==> src/rtl/instr_dcd.sv <==
// rtl/instr_dcd.sv - SPI 2-byte frame decoder to register file pulses (define INSTR_DCD_AUTOINC_EN for burst mode)
module instr_dcd #(
  parameter int ADDR_W = 6,
  parameter int DATA_W = 8
) (
  input  logic              clk,
  input  logic              rst_n,
  input  logic              cs_n,
  input  logic              byte_sync,
  input  logic [DATA_W-1:0] data_in,
  output logic [DATA_W-1:0] data_out,
  output logic              read,
  output logic              write,
  output logic [ADDR_W-1:0] addr,
  output logic [DATA_W-1:0] data_write,
  input  logic [DATA_W-1:0] data_read
);

  typedef enum logic {S_CMD, S_DATA} state_t;

  state_t              state, state_nxt;
  logic                rw, rw_nxt;
  logic [ADDR_W-1:0]   addr_nxt;
  logic [DATA_W-1:0]   data_write_nxt;
  logic                read_nxt, write_nxt;
  logic                cap;
`ifdef INSTR_DCD_AUTOINC_EN
  logic                inc_pend, inc_pend_nxt;
  logic                rd_pend, rd_pend_nxt;
`endif

  // Frame state, latched command fields and single-cycle pulses
  always_ff @(posedge clk or negedge rst_n) begin
    if (!rst_n) begin
      state      <= S_CMD;
      rw         <= 1'b0;
      addr       <= '0;
      data_write <= '0;
      read       <= 1'b0;
      write      <= 1'b0;
`ifdef INSTR_DCD_AUTOINC_EN
      inc_pend   <= 1'b0;
      rd_pend    <= 1'b0;
`endif
    end else begin
      state      <= state_nxt;
      rw         <= rw_nxt;
      addr       <= addr_nxt;
      data_write <= data_write_nxt;
      read       <= read_nxt;
      write      <= write_nxt;
`ifdef INSTR_DCD_AUTOINC_EN
      inc_pend   <= inc_pend_nxt;
      rd_pend    <= rd_pend_nxt;
`endif
    end
  end

  // Next-state decode: command byte sets address/direction, data byte fires the write
  always_comb begin
    state_nxt      = state;
    rw_nxt         = rw;
    addr_nxt       = addr;
    data_write_nxt = data_write;
    read_nxt       = 1'b0;
    write_nxt      = 1'b0;
`ifdef INSTR_DCD_AUTOINC_EN
    inc_pend_nxt   = 1'b0;
    rd_pend_nxt    = 1'b0;
    // Burst address advance: after a write pulse, or one cycle after a read data byte
    if (write) begin
      addr_nxt = addr + 1'b1;
    end
    if (inc_pend) begin
      addr_nxt    = addr + 1'b1;
      rd_pend_nxt = 1'b1;
    end
    if (rd_pend) begin
      read_nxt = 1'b1;
    end
`endif
    if (cs_n) begin
      // Deselect aborts any partial frame; registered pulses still finish
      state_nxt = S_CMD;
    end else if (byte_sync) begin
      case (state)
        S_CMD: begin
          addr_nxt  = data_in[ADDR_W-1:0];
          rw_nxt    = data_in[DATA_W-1];
          read_nxt  = ~data_in[DATA_W-1];
          state_nxt = S_DATA;
        end
        S_DATA: begin
          if (rw) begin
            data_write_nxt = data_in;
            write_nxt      = 1'b1;
          end
`ifdef INSTR_DCD_AUTOINC_EN
          else begin
            inc_pend_nxt = 1'b1;
          end
          state_nxt = S_DATA;
`else
          state_nxt = S_CMD;
`endif
        end
        default: state_nxt = S_CMD;
      endcase
    end
  end

  // Read data arrives one cycle after the read pulse; capture it then
  always_ff @(posedge clk or negedge rst_n) begin
    if (!rst_n) begin
      cap      <= 1'b0;
      data_out <= '0;
    end else begin
      cap <= read;
      if (cap) begin
        data_out <= data_read;
      end
    end
  end

endmodule

==> config.mk <==
export PLATFORM = sky130hd
export DESIGN_NAME = instr_dcd
export DESIGN_NICKNAME = d
export VERILOG_FILES = /design/src/rtl/instr_dcd.sv
export SDC_FILE = /design/constraint.sdc
export NUM_CORES = 1
export LEC_CHECK = 0
export CAP_MARGIN = 20
export CELL_PAD_IN_SITES_DETAIL_PLACEMENT = 1
export CELL_PAD_IN_SITES_GLOBAL_PLACEMENT = 1
export CORE_MARGIN = 1.5
export CORE_UTILIZATION = 32
export DETAILED_ROUTE_END_ITERATION = 10
export GPL_TIMING_DRIVEN = 0
export PLACE_DENSITY_LB_ADDON = 0.1
export SETUP_SLACK_MARGIN = 0.02
export SKIP_LAST_GASP = 1
export SYNTH_ARGS = -nofsm -noshare
export SYNTH_HDL_FRONTEND = slang
export SYNTH_SLANG_ARGS = --single-unit
==> constraint.sdc <==
create_clock -name clk -period 1.52 [get_ports clk]
set_input_delay 0.152 -clock clk [delete_from_list [all_inputs] [get_ports clk]]
set_output_delay 0.152 -clock clk [all_outputs]
set_load 0.01 [all_outputs]
======== Word level (Yosys, flattened, before mapping) ========
Index checks and enable logic that the tools add are counted.
cells by class
  add/sub/neg operators ................... 0
  order comparisons ....................... 0
  shift-type cells ........................ 0
  $mul .................................... 0
  reduce and logical (&&, ||, !) cells .... 3
  bitwise logic cells ..................... 3
  multiplexer cells ....................... 10
  div/mod/pow operators ................... 0
  equality and inequality tests ........... 0
operators by type and width
  cell               count
  $mux 1             9
  $reduce_and 4->1   1
  $not 1->1          3
  $reduce_and 3->1   1
  $pmux 1 s2         1
  $reduce_bool 2->1  1
storage, ports and cells
  register bits ........................... 27
  output and inout bits ................... 24
  bits in read-only memories .............. 0
  memories kept ........................... 0
  logic and storage cells ................. 24
  RAM bits ................................ 0
  bits in latches ......................... 0
  input port bits ......................... 20

======== Depth between registers and ports, before layout ========
Gate-level depths: netlist (run 1).
  depth after elaboration ................. 4
  gate-level depth with buffers ........... 2
  depth with buffers taken out ............ 2

======== Worst setup path after synthesis (run 1) ========
OpenSTA, ideal clock, no wires.
  path kind ............................... reg-to-reg
  start ................................... register state
  end ..................................... register addr[0]
  period minus slack after synthesis ...... 1226 ps
  library setup time ...................... 125 ps
  data required time ...................... 1395 ps
  cell stages (with the launch flop) ...... 3
  buffers on the path ..................... 0
  slack ................................... 294 ps
  data arrival time ....................... 1101 ps
  cells stage by stage .................... dfrtp_1 nor3b_4 mux2_2
between the ends
  longest elaborated chain between the ends .. 2
RTL lines
  what                        line  RTL
  start, declared             21    state_t state, state_nxt;
  start signal, assigned      46    state <= state_nxt;
  $not 1->1 (no line)         --
  $reduce_and 3->1 (no line)  --
  end signal, assigned        48    addr <= addr_nxt;
  end, declared               14    output logic [ADDR_W-1:0] addr,
No other way between the ends.
A chain may end at the register's enable or synchronous reset.

======== Worst setup path in the final report (run 1) ========
  start ................................... register data_write[7]
  end ..................................... output port data_write[7]
RTL lines
  what                    line  RTL
  start, declared         15    output logic [DATA_W-1:0] data_write,
  start signal, assigned  49    data_write <= data_write_nxt;
No word-level cell between the ends.

==> run summary, run 1 <==
Worst Path Buf+Inv = 1
r2r setup slk = 160 ps
register area share after synthesis = 67.8%
filler instances = 316
Tmin final = 1380 ps
Synth cell types = 9
Resize count post-CTS = 0
min-delay worst type = primary input to asynchronous set/reset pin
Num CTS Buffers = 3
global-route wire length before repair = 3.03 mm
worst skew pair latency = 310 ps
hold_buf cts = 0
grt ovf = 0
share of cells above drive strength 1 = 28.6%
initial core utilization = 33.2%
FF+latch count, synth = 27
WL final = 1.79 mm
Critical Path RT = 1370 ps
H-tree depth = 1
CP Capture Type = output pin
Period Utilization, post-route = 90.7%
crit path max fanout = 2
setup TNS = 0 ps
Max-cap violations = 0
Clk network pwr share = 14.8%
num rows = 20
Cell Int Power = 1.49 mW
Ys Warns = 0
P&R area growth vs syn = 52.8%
critical path, cell by cell = clkdlybuf4s50_1
Clock Skew = 2.38 ps
Worst Path Arrival = 1230 ps
Die H = 58.8 microns
final antenna-violating net count = 0
Die Area = 0.00346 sq mm
P_leak = 0.654 nW
Fin. Hold Viols = 0
Final setup viols = 0
port bufs = 43
sw power = 0.514 mW
critical path type = flip-flop to output pin
worst slew pin tran = 598 ps
Fmax = 0.726 GHz
Die Wd = 58.8 microns
DRT iter0 DRCs = 8
Max IR drop VDD = 547 uV
Reg power frac = 49.3%
Syn Inst Count = 57
Max-slew headroom = 60.0%
mapped cell area = 996 sq um
Synth Net Count = 77
Ports = 44
Setup Fix Bufs, Post-CTS = 0
Cell Pwr Density = 1320 mW/mm^2
largest net degree at the start of global routing = 18
total power = 2.01 mW
run status = complete, no violations
vias in the first global route = 662
clock sink total = 27
wire per inst = 13.0 microns
Root Buffer = clkbuf_4
area occupied by multi-input gates = 312 sq um
nets@finish = 126
Antenna diodes = 0
combinational power share = 35.9%
syn_area_per_cell = 17.5 sq um
clk slew on worst S/H paths = 140 ps
First-pass DRT Iterations = 2
unrepaired setup endpoints after global routing = false
CP startpoint kind = flip-flop
switch share = 25.6%
Storage cell area = 676 sq um
routability cong. = 0.668
detailed-route DRC error count = 0
via count = 647
fin area = 0.00152 sq mm
initial antenna violation count = 0
final count of pins violating max slew = 0
total track usage = 11.7%
fin util = 50.7%
placed cell area = 0.00150 sq mm
cell family with most CP delay = buffers and inverters
core region area = 0.00300 sq mm
CTS tree = done
Avg Vias per Cell = 4.69
CP max stage delay = 540 ps
slowest CP cell = clkdlybuf4s50_1
Clock Path Buffers = 2
power groups by stage:
stage	combinational (mW)	clock [mW]	sequential [mW]
after floorplan	0.181	0	1.09
after global placement	0.715	0	1.00
after detailed placement	0.732	0	1.01
after CTS	0.734	0.320	0.996
after global routing	0.773	0.355	1.02
final	0.720	0.297	0.989
worst reg2reg max path, stage by stage (launching register included):
cell and delay, ps:
dfrtp_1 460, nor3b_4 410, mux2_2 390
layout make-up:
class | count | share of cell area (%)
multi-input cells | 28 | 20.5
inverters | 1 | 0.247
repair buffers | 44 | 30.1
flip-flops and latches | 27 | 44.4
well taps | 33 | 2.71
clock buffers | 4 | 1.73
plain buffers | 1 | 0.329
placed cells by master (no fill, tap or decap):
cell type	count
buf_2	1
nor2_1	1
mux2_2	23
xnor2_1	1
nor2b_1	1
nand4b_2	1
nor3b_4	1
clkbuf_1	1
dfrtp_1	27
clkbuf_4	3
clkdlybuf4s50_1	43
buf_16	1
inv_1	1
sequential cells by signal, indices dropped and copies added, names as in the netlist:
| name | flops |
|---|---|
| rw | 1 |
| addr | 6 |
| write | 1 |
| data_out | 8 |
| read | 1 |
| data_write | 8 |
| cap | 1 |
| state | 1 |
logic make-up after synthesis:
group	Yosys count	synth area share (%)
XOR/XNOR	1	0.880
buffers and inverters	2	0.879
AND/OR/NAND/NOR	4	4.40
flip-flops	27	67.8
multiplexers	23	26.0
synthesized netlist by cell type, drive strengths merged:
cell,count,share of area (%)
inv,1,0.38
mux2,23,26
xnor2,1,0.88
nor2b,1,0.63
nor2,1,0.38
buf,1,0.50
nand4b,1,1.5
nor3b,1,1.9
dfrtp,27,68
routing by layer:
layer  share of wire, %  up-vias  track usage, %
met5                  0        -               0
met4               0.89        0            3.90
met3                8.8        2            3.52
met2                 51       26            20.5
met1                 39      325            13.5
li1                   -      294               -
through the flow:
stage          setup slack (ps)  std cells  hold slack (ps)
2_1_floorplan               294         57             -144
3_3_place_gp               -143        133              357
3_5_place_dp               -161        134              375
4_1_cts                     114        138              213
5_1_grt                    62.1        138              232
6_report                    142        138              200
path summary, 6_finish.rpt:
path,startpoint,to,depth (start not counted)
max reg2reg,state,addr[4],2
max in group asynchronous,rst_n,data_write[4],2
max,data_write[7],data_write[7],1
min reg2reg,read,cap,0
min in group clk,read,cap,0
min,rst_n,data_out[6],1
No activity file was read; power rests on OpenSTA's default activity.
==> run 2: changes to the inputs <==
--- a/config.mk
+++ b/config.mk
@@ -12,7 +12,7 @@
 export CORE_UTILIZATION = 32
 export DETAILED_ROUTE_END_ITERATION = 10
 export GPL_TIMING_DRIVEN = 0
-export PLACE_DENSITY_LB_ADDON = 0.1
+export PLACE_DENSITY = 0.75
 export SETUP_SLACK_MARGIN = 0.02
 export SKIP_LAST_GASP = 1
 export SYNTH_ARGS = -nofsm -noshare
==> run 2 against run 1 <==
  * Register-to-register slack barely moved
  * Routed wire length rose by 16%
  * Via count rose by 2.3%
  * Sequential cell count did not move
  * Clock power rose by 7.1%
  * First-iteration DRC count fell by 88%
  * Clock skew rose by 4.6 ps
  * Final cell count did not move
  * Combinational power rose by 2%
  * Die area did not move
==> run summary, run 2 (synthesized netlist as in run 1, its figures left out) <==
critical path type = flip-flop to output pin
Largest regs = data_out: 8 flops, data_write: 8 flops, addr: 6 flops
P_leak = 0.666 nW
Worst Path Buf+Inv = 1
fin util = 50.7%
Clock Skew = 7.01 ps
unrepaired setup endpoints after global routing = false
Critical Path RT = 1370 ps
Fin. Hold Viols = 0
via count = 662
Resize count post-CTS = 0
core region area = 0.00300 sq mm
crit path max fanout = 2
post-DP HPWL = 1.59 mm
Num CTS Buffers = 3
placed cell area = 0.00150 sq mm
total power = 2.05 mW
Ports = 44
Die H = 58.8 microns
cell family with most CP delay = buffers and inverters
fin area = 0.00152 sq mm
CP max stage delay = 550 ps
Cell Pwr Density = 1340 mW/mm^2
Final setup viols = 0
Max-cap violations = 0
clock sink total = 27
vias in the first global route = 720
placed insts = 134
nets@finish = 126
First-pass DRT Iterations = 2
Die Wd = 58.8 microns
run status = complete, no violations
WL final = 2.07 mm
CTS tree = done
most frequent cells in the layout = clkdlybuf4s50_1 (42), dfrtp_1 (27), mux2_2 (23), clkbuf_4 (3)
port bufs = 43
Tmin final = 1420 ps
routability cong. = 0.625
initial core utilization = 33.2%
final count of pins violating max slew = 0
share of cells above drive strength 1 = 28.6%
H-tree depth = 1
global-route wire length before repair = 3.37 mm
P&R area growth vs syn = 53.0%
commonest non-fill, non-tap cell in the layout = clkdlybuf4s50_1
Layout Cells excl Fill = 138
Avg Vias per Cell = 4.80
final antenna-violating net count = 0
critical path, cell by cell = clkdlybuf4s50_1
CP startpoint kind = flip-flop
detailed-route DRC error count = 0
Setup Fix Bufs, Post-CTS = 0
largest net degree at the start of global routing = 19
Antenna diodes = 0
Hold Worst Slack = 151 ps
Period Utilization, post-route = 93.1%
total track usage = 13.4%
worst skew pair latency = 330 ps
Max IR drop VDD = 719 uV
Die Area = 0.00346 sq mm
slowest CP cell = clkdlybuf4s50_1
Fmax = 0.706 GHz
grt ovf = 0
DRT iter0 DRCs = 1
Clock Path Buffers = 2
Max-slew headroom = 63.6%
worst slew pin tran = 544 ps
wire per inst = 15.0 microns
Worst Path Arrival = 1260 ps
CP Capture Type = output pin
min-delay worst type = primary input to asynchronous set/reset pin
initial antenna violation count = 0
hold_buf cts = 0
Root Buffer = clkbuf_4
clk slew on worst S/H paths = 150 ps
num rows = 20
run 2: power breakdown:
group	total [mW]	internal (mW)	switching (mW)
Combinational	0.733	0.484	0.249
Clock	0.318	0.103	0.215
Sequential	0.998	0.903	0.0950
run 2: layer usage:
layer / global-route usage (%) / routed length, microns / vias to the layer above
met2: 22.7 / 1110 / 26
met3: 5.05 / 169 / 4
li1: - / - / 292
met1: 14.6 / 750 / 340
met5: 0 / 0 / -
met4: 6.82 / 44 / 0
run 2: stage by stage:
stage	worst slack, ps	TNS [ps]
after global placement	-124	-2830
after detailed placement	-132	-1280
after global routing	37.9	0
after floorplan	294	0
final	104	0
after CTS	73.6	0
run 2: cell type report:
cell class | instances | area [sq um]
Fill cell | 315 | 1480
Sequential cell | 27 | 676
Timing Repair Buffer | 44 | 460
Multi-Input combinational cell | 28 | 312
Tap cell | 33 | 41.3
Clock buffer | 4 | 26.3
Buffer | 1 | 5.00
Inverter | 1 | 3.75
run 2: worst paths after layout:
path                            startpoint  cells after the start  slack, ps  endpoint
min in group clk                      read                      0        400       cap
worst min-delay path                 rst_n                      1        150     state
worst min register to register        read                      0        400       cap
worst max register to register       state                      2        160   addr[1]
worst max-delay path               addr[3]                      1        100   addr[3]
max in group asynchronous            rst_n                      2        890   addr[1]
run 2: worst register-to-register path: stages, from the launching register on:
cell,delay [ps]
dfrtp_1,460
nor3b_4,410
mux2_2,390
==> run 3: changes to the inputs <==
--- a/config.mk
+++ b/config.mk
@@ -9,10 +9,11 @@
 export CELL_PAD_IN_SITES_DETAIL_PLACEMENT = 1
 export CELL_PAD_IN_SITES_GLOBAL_PLACEMENT = 1
 export CORE_MARGIN = 1.5
-export CORE_UTILIZATION = 32
+export CORE_UTILIZATION = 34
+export CTS_BUF_LIST = sky130_fd_sc_hd__clkbuf_4 sky130_fd_sc_hd__clkbuf_8
 export DETAILED_ROUTE_END_ITERATION = 10
 export GPL_TIMING_DRIVEN = 0
-export PLACE_DENSITY = 0.75
+export PLACE_DENSITY = 0.79
 export SETUP_SLACK_MARGIN = 0.02
 export SKIP_LAST_GASP = 1
 export SYNTH_ARGS = -nofsm -noshare
==> run 3 against run 2 <==
  * Fmax rose by 0.91%
  * Via count shrank 2.3%
  * Die area decreased by 5.6%
  * Routed wire length up 1.1%
  * First-iteration DRC count grew to 6.0 times the previous value
  * Critical path depth stayed put
  * Clock skew down 4.9 ps
  * Sequential share of layout area about the same
  * Critical path type unchanged
  * Worst hold slack improved by 0.73 ps
==> run summary, run 3 (synthesized netlist as in run 1, its figures left out) <==
run status = complete, no violations
clock sink total = 27
placed cell area = 0.00149 sq mm
port bufs = 43
CP Capture Type = output pin
min-delay worst type = primary input to asynchronous set/reset pin
fin util = 55.2%
crit path max fanout = 2
wire per inst = 15.4 microns
combinational power share = 35.9%
grt ovf = 0
Cell Pwr Density = 1350 mW/mm^2
num rows = 19
Num CTS Buffers = 3
First-pass DRT Iterations = 3
CTS tree = done
final antenna-violating net count = 0
final worst slack = 117 ps
Setup Fix Bufs, Post-CTS = 0
Die Wd = 57.1 microns
Period Utilization, post-route = 92.3%
Die Area = 0.00326 sq mm
Root Buffer = clkbuf_4
Post-Place Setup Slack = -153 ps
share of cells above drive strength 1 = 29.5%
Resize count post-CTS = 0
clk slew on worst S/H paths = 130 ps
commonest non-fill, non-tap cell in the layout = clkdlybuf4s50_1
Clock Skew = 2.07 ps
P&R area growth vs syn = 52.9%
Final setup viols = 0
setup TNS = 0 ps
core region area = 0.00276 sq mm
CP startpoint kind = flip-flop
Clock Path Buffers = 2
Reg power frac = 48.9%
Worst Path Buf+Inv = 1
Critical Path RT = 1370 ps
initial core utilization = 36.1%
switch share = 26.3%
nets@finish = 126
sw power = 0.541 mW
initial antenna violation count = 0
Ports = 44
Hold Worst Slack = 152 ps
crit path from = data_write[4]
Max-slew headroom = 66.9%
critical path type = flip-flop to output pin
hold_buf cts = 0
Avg Vias per Cell = 4.76
Max-cap violations = 0
vias in the first global route = 757
Antenna diodes = 0
via count = 647
Worst R2R Start = state
Fmax = 0.713 GHz
global-route wire length before repair = 3.61 mm
Cell Int Power = 1.51 mW
WL final = 2.09 mm
Largest regs = data_out: 8 flops, data_write: 8 flops, addr: 6 flops
P_leak = 0.658 nW
detailed-route DRC error count = 0
DRT iter0 DRCs = 6
slowest CP cell = clkdlybuf4s50_1
critical path, cell by cell = clkdlybuf4s50_1
worst skew pair latency = 310 ps
routability cong. = 0.670
worst slew pin tran = 495 ps
most frequent cells in the layout = clkdlybuf4s50_1 (43), dfrtp_1 (27), mux2_2 (23), clkbuf_4 (4)
Die H = 57.1 microns
fin area = 0.00152 sq mm
CP max stage delay = 560 ps
final count of pins violating max slew = 0
H-tree depth = 1
Tmin final = 1400 ps
Worst Path Arrival = 1250 ps
Clk network pwr share = 15.3%
largest net degree at the start of global routing = 20
unrepaired setup endpoints after global routing = false
total track usage = 14.5%
cell family with most CP delay = buffers and inverters
Fin. Hold Viols = 0
Max IR drop VDD = 696 uV
-- run 3: per-stage QoR --
stage               total power, mW  cells
global placement               1.72    131
finish                         2.05    136
global route                   2.18    136
CTS                            2.09    136
floorplan                      1.28     57
detailed placement             1.77    132
-- run 3: path summary, 6_finish.rpt --
check,slack [ps],end,cells after the start
max,120,data_write[4],1
min,150,data_out[7],1
max reg2reg,150,rw,2
min reg2reg,410,cap,0
max in group asynchronous,920,data_write[3],2
min in group clk,410,cap,0
-- run 3: power groups by stage --
| stage | Sequential (mW) | Clock [mW] | Combinational (mW) |
|---|---|---|---|
| 2_1_floorplan | 1.09 | 0 | 0.181 |
| 3_5_place_dp | 1.02 | 0 | 0.747 |
| 4_1_cts | 1.01 | 0.332 | 0.751 |
| 3_3_place_gp | 1.00 | 0 | 0.717 |
| 5_1_grt | 1.03 | 0.358 | 0.788 |
| 6_report | 1.00 | 0.313 | 0.736 |
-- run 3: routing by layer --
layer | track usage [%] | share of wire, % | up-vias
met5 | 0 | 0 | -
met4 | 3.99 | 1.2 | 0
met3 | 5.22 | 12 | 2
met2 | 24.3 | 49 | 35
met1 | 17.8 | 38 | 315
li1 | - | - | 295
-- run 3: cell type report --
cell class / instances / area, sq um
repair buffers: 44 / 458
clock buffers: 4 / 30.0
inverters: 1 / 3.75
plain buffers: 1 / 5.00
flip-flops and latches: 27 / 676
multi-input cells: 28 / 312
well taps: 31 / 38.8
fillers: 286 / 1230
==> edit: new RTL, config.mk and constraints of run 3 <==
Build with the macro `INSTR_DCD_AUTOINC_EN` defined.
--- a/src/rtl/instr_dcd.sv
+++ b/src/rtl/instr_dcd.sv
@@ -1,3 +1,5 @@
 // rtl/instr_dcd.sv - SPI 2-byte frame decoder to register file pulses (define INSTR_DCD_AUTOINC_EN for burst mode)
+`define INSTR_DCD_AUTOINC_EN
+
 module instr_dcd #(
   parameter int ADDR_W = 6,
Formal check against the unedited RTL: not equivalent (Yosys sat finds a counterexample within 4 cycles, from zero or initial values and one cycle with rst_n low).
==> edit against run 3 <==
Clock power is 120% higher. Cell area is 17% higher. Power is 26% higher. Sequential cell count is 2 higher. Global-route usage is 3.5 points higher. Synthesized area is 16% higher. Worst setup slack worse by 0.032 ns. Wire length is 34% higher. Sequential power is 6% higher. Sequential share of layout area is 3.8 points lower. Critical path type unchanged.
==> edit: results (changes against run 3) <==
[cells_and_area]
largestRegisters=data_out x8, data_write x8, addr x6
stdcell_count=186  ; +37%
final_nets=162  ; +29%
drive_above_1_share=0.2254  ; -0.06989

[placed_design]
hpwl_mm=2.068
io_buffers=43  ; unchanged
place_ws_ns=-0.04286  ; +0.1104 ns
gp_congestion=0.6802  ; +1.6%
dpl.cell_count=174  ; +32%
dpl_cell_area_um2=1669  ; +12%

[grt]
met1_usage=0.1900  ; +0.01215
grt_pass1_vias=995  ; +31%
antenna_found_initial=0  ; unchanged
grt_usage=0.1799  ; +0.03491
use_met2=0.3237  ; +0.08069
grt_start_max_net_pins=21  ; +5.0%
grt_use_met3=0.06303  ; +0.01087
grt_pass1_wl_mm=4.650  ; +29%

[yosys]
syn_nets=107  ; +39%
netlist_top_cells_count=dfrtp_1, mux2_2, nand2_1, o21ai_0
synth_area_leaders=dfrtp_1, mux2_2, xor2_1
synth_cell_types=20  ; +11
yosysSeqAreaShare=0.6277  ; -0.05069
synth_cells=86  ; +51%
yosysWarningCount=0  ; unchanged

[power_and_ir_drop]
p_leak_nw=0.7757  ; +18%
ir_worst_vdd_mv=0.7525  ; +8.2%

[sta]
finClkSkew_ns=0.009715  ; +0.007645 ns
relSlewSlack=0.6224  ; -0.04623

[route]
route.detailed.wl_per_inst_um=15.06  ; -2.1%
first_pass_iters=4  ; +1
detail_route.vias_per_cell=4.661  ; -2.0%
drt_iter0_drc=18  ; +12

[setup_path]
crit_family=buffers and inverters
r2r_cells=4  ; +2
worstPathArrival_ns=1.28  ; +0.03 ns
cp_max_fo=4  ; +2

[clocking]
htree_levels=2  ; +1
post_cts_buffers=4  ; +4
cts_inserted_buffers=5  ; +2
worstSkewPairLatency_ns=0.33  ; +0.02 ns
clkTransAtPathRegs_ns=0.10  ; -0.03 ns

[outcome]
status=completed

-- edit: layout make-up --
| class | count | area (um^2) |
|---|---|---|
| Tap cell | 44 | 55.05 |
| Clock inverter | 1 | 30.03 |
| Inverter | 1 | 3.754 |
| Timing Repair Buffer | 48 | 488.0 |
| Sequential cell | 29 | 725.7 |
| Multi-Input combinational cell | 53 | 412.9 |
| Clock buffer | 7 | 58.81 |
| Fill cell | 338 | 1365 |
| Buffer | 3 | 13.76 |
-- edit: kinds of logic (layout without fill, tap and decap cells) --
kind of cell    after synthesis  in the layout  share of synthesized area
buf+inv                       4             60                    0.01515
flops                        29             29                     0.6277
mux                          17             17                     0.1645
xor+xnor                      4              4                    0.03030
fa+ha+maj                     1              1                    0.01082
simple gates                 20             20                    0.09307
compound gates               11             11                    0.05844
-- edit: path summary, 6_finish.rpt --
kind                       startpoint       to  slack (ns)
setup / recovery              addr[3]  addr[3]        0.09
hold / removal                  rst_n      cap        0.18
setup reg to reg                write  addr[5]        0.25
hold reg to reg                  read      cap        0.38
max in group asynchronous       rst_n  addr[3]        0.84
min in group clk                 read      cap        0.38
-- edit: where the power goes --
part / leakage, nW / switching [mW] / internal [mW] / total [mW]
registers: 0.358 / 0.107 / 0.957 / 1.06
logic: 0.368 / 0.315 / 0.525 / 0.840
clock network: 0.0489 / 0.272 / 0.411 / 0.683
total: 0.776 / 0.694 / 1.89 / 2.59
-- edit: layer usage --
metal,share of wire,vias to the layer above
met2,0.50,42
met5,0,-
met1,0.40,405
met4,0.020,0
met3,0.085,5
li1,-,415
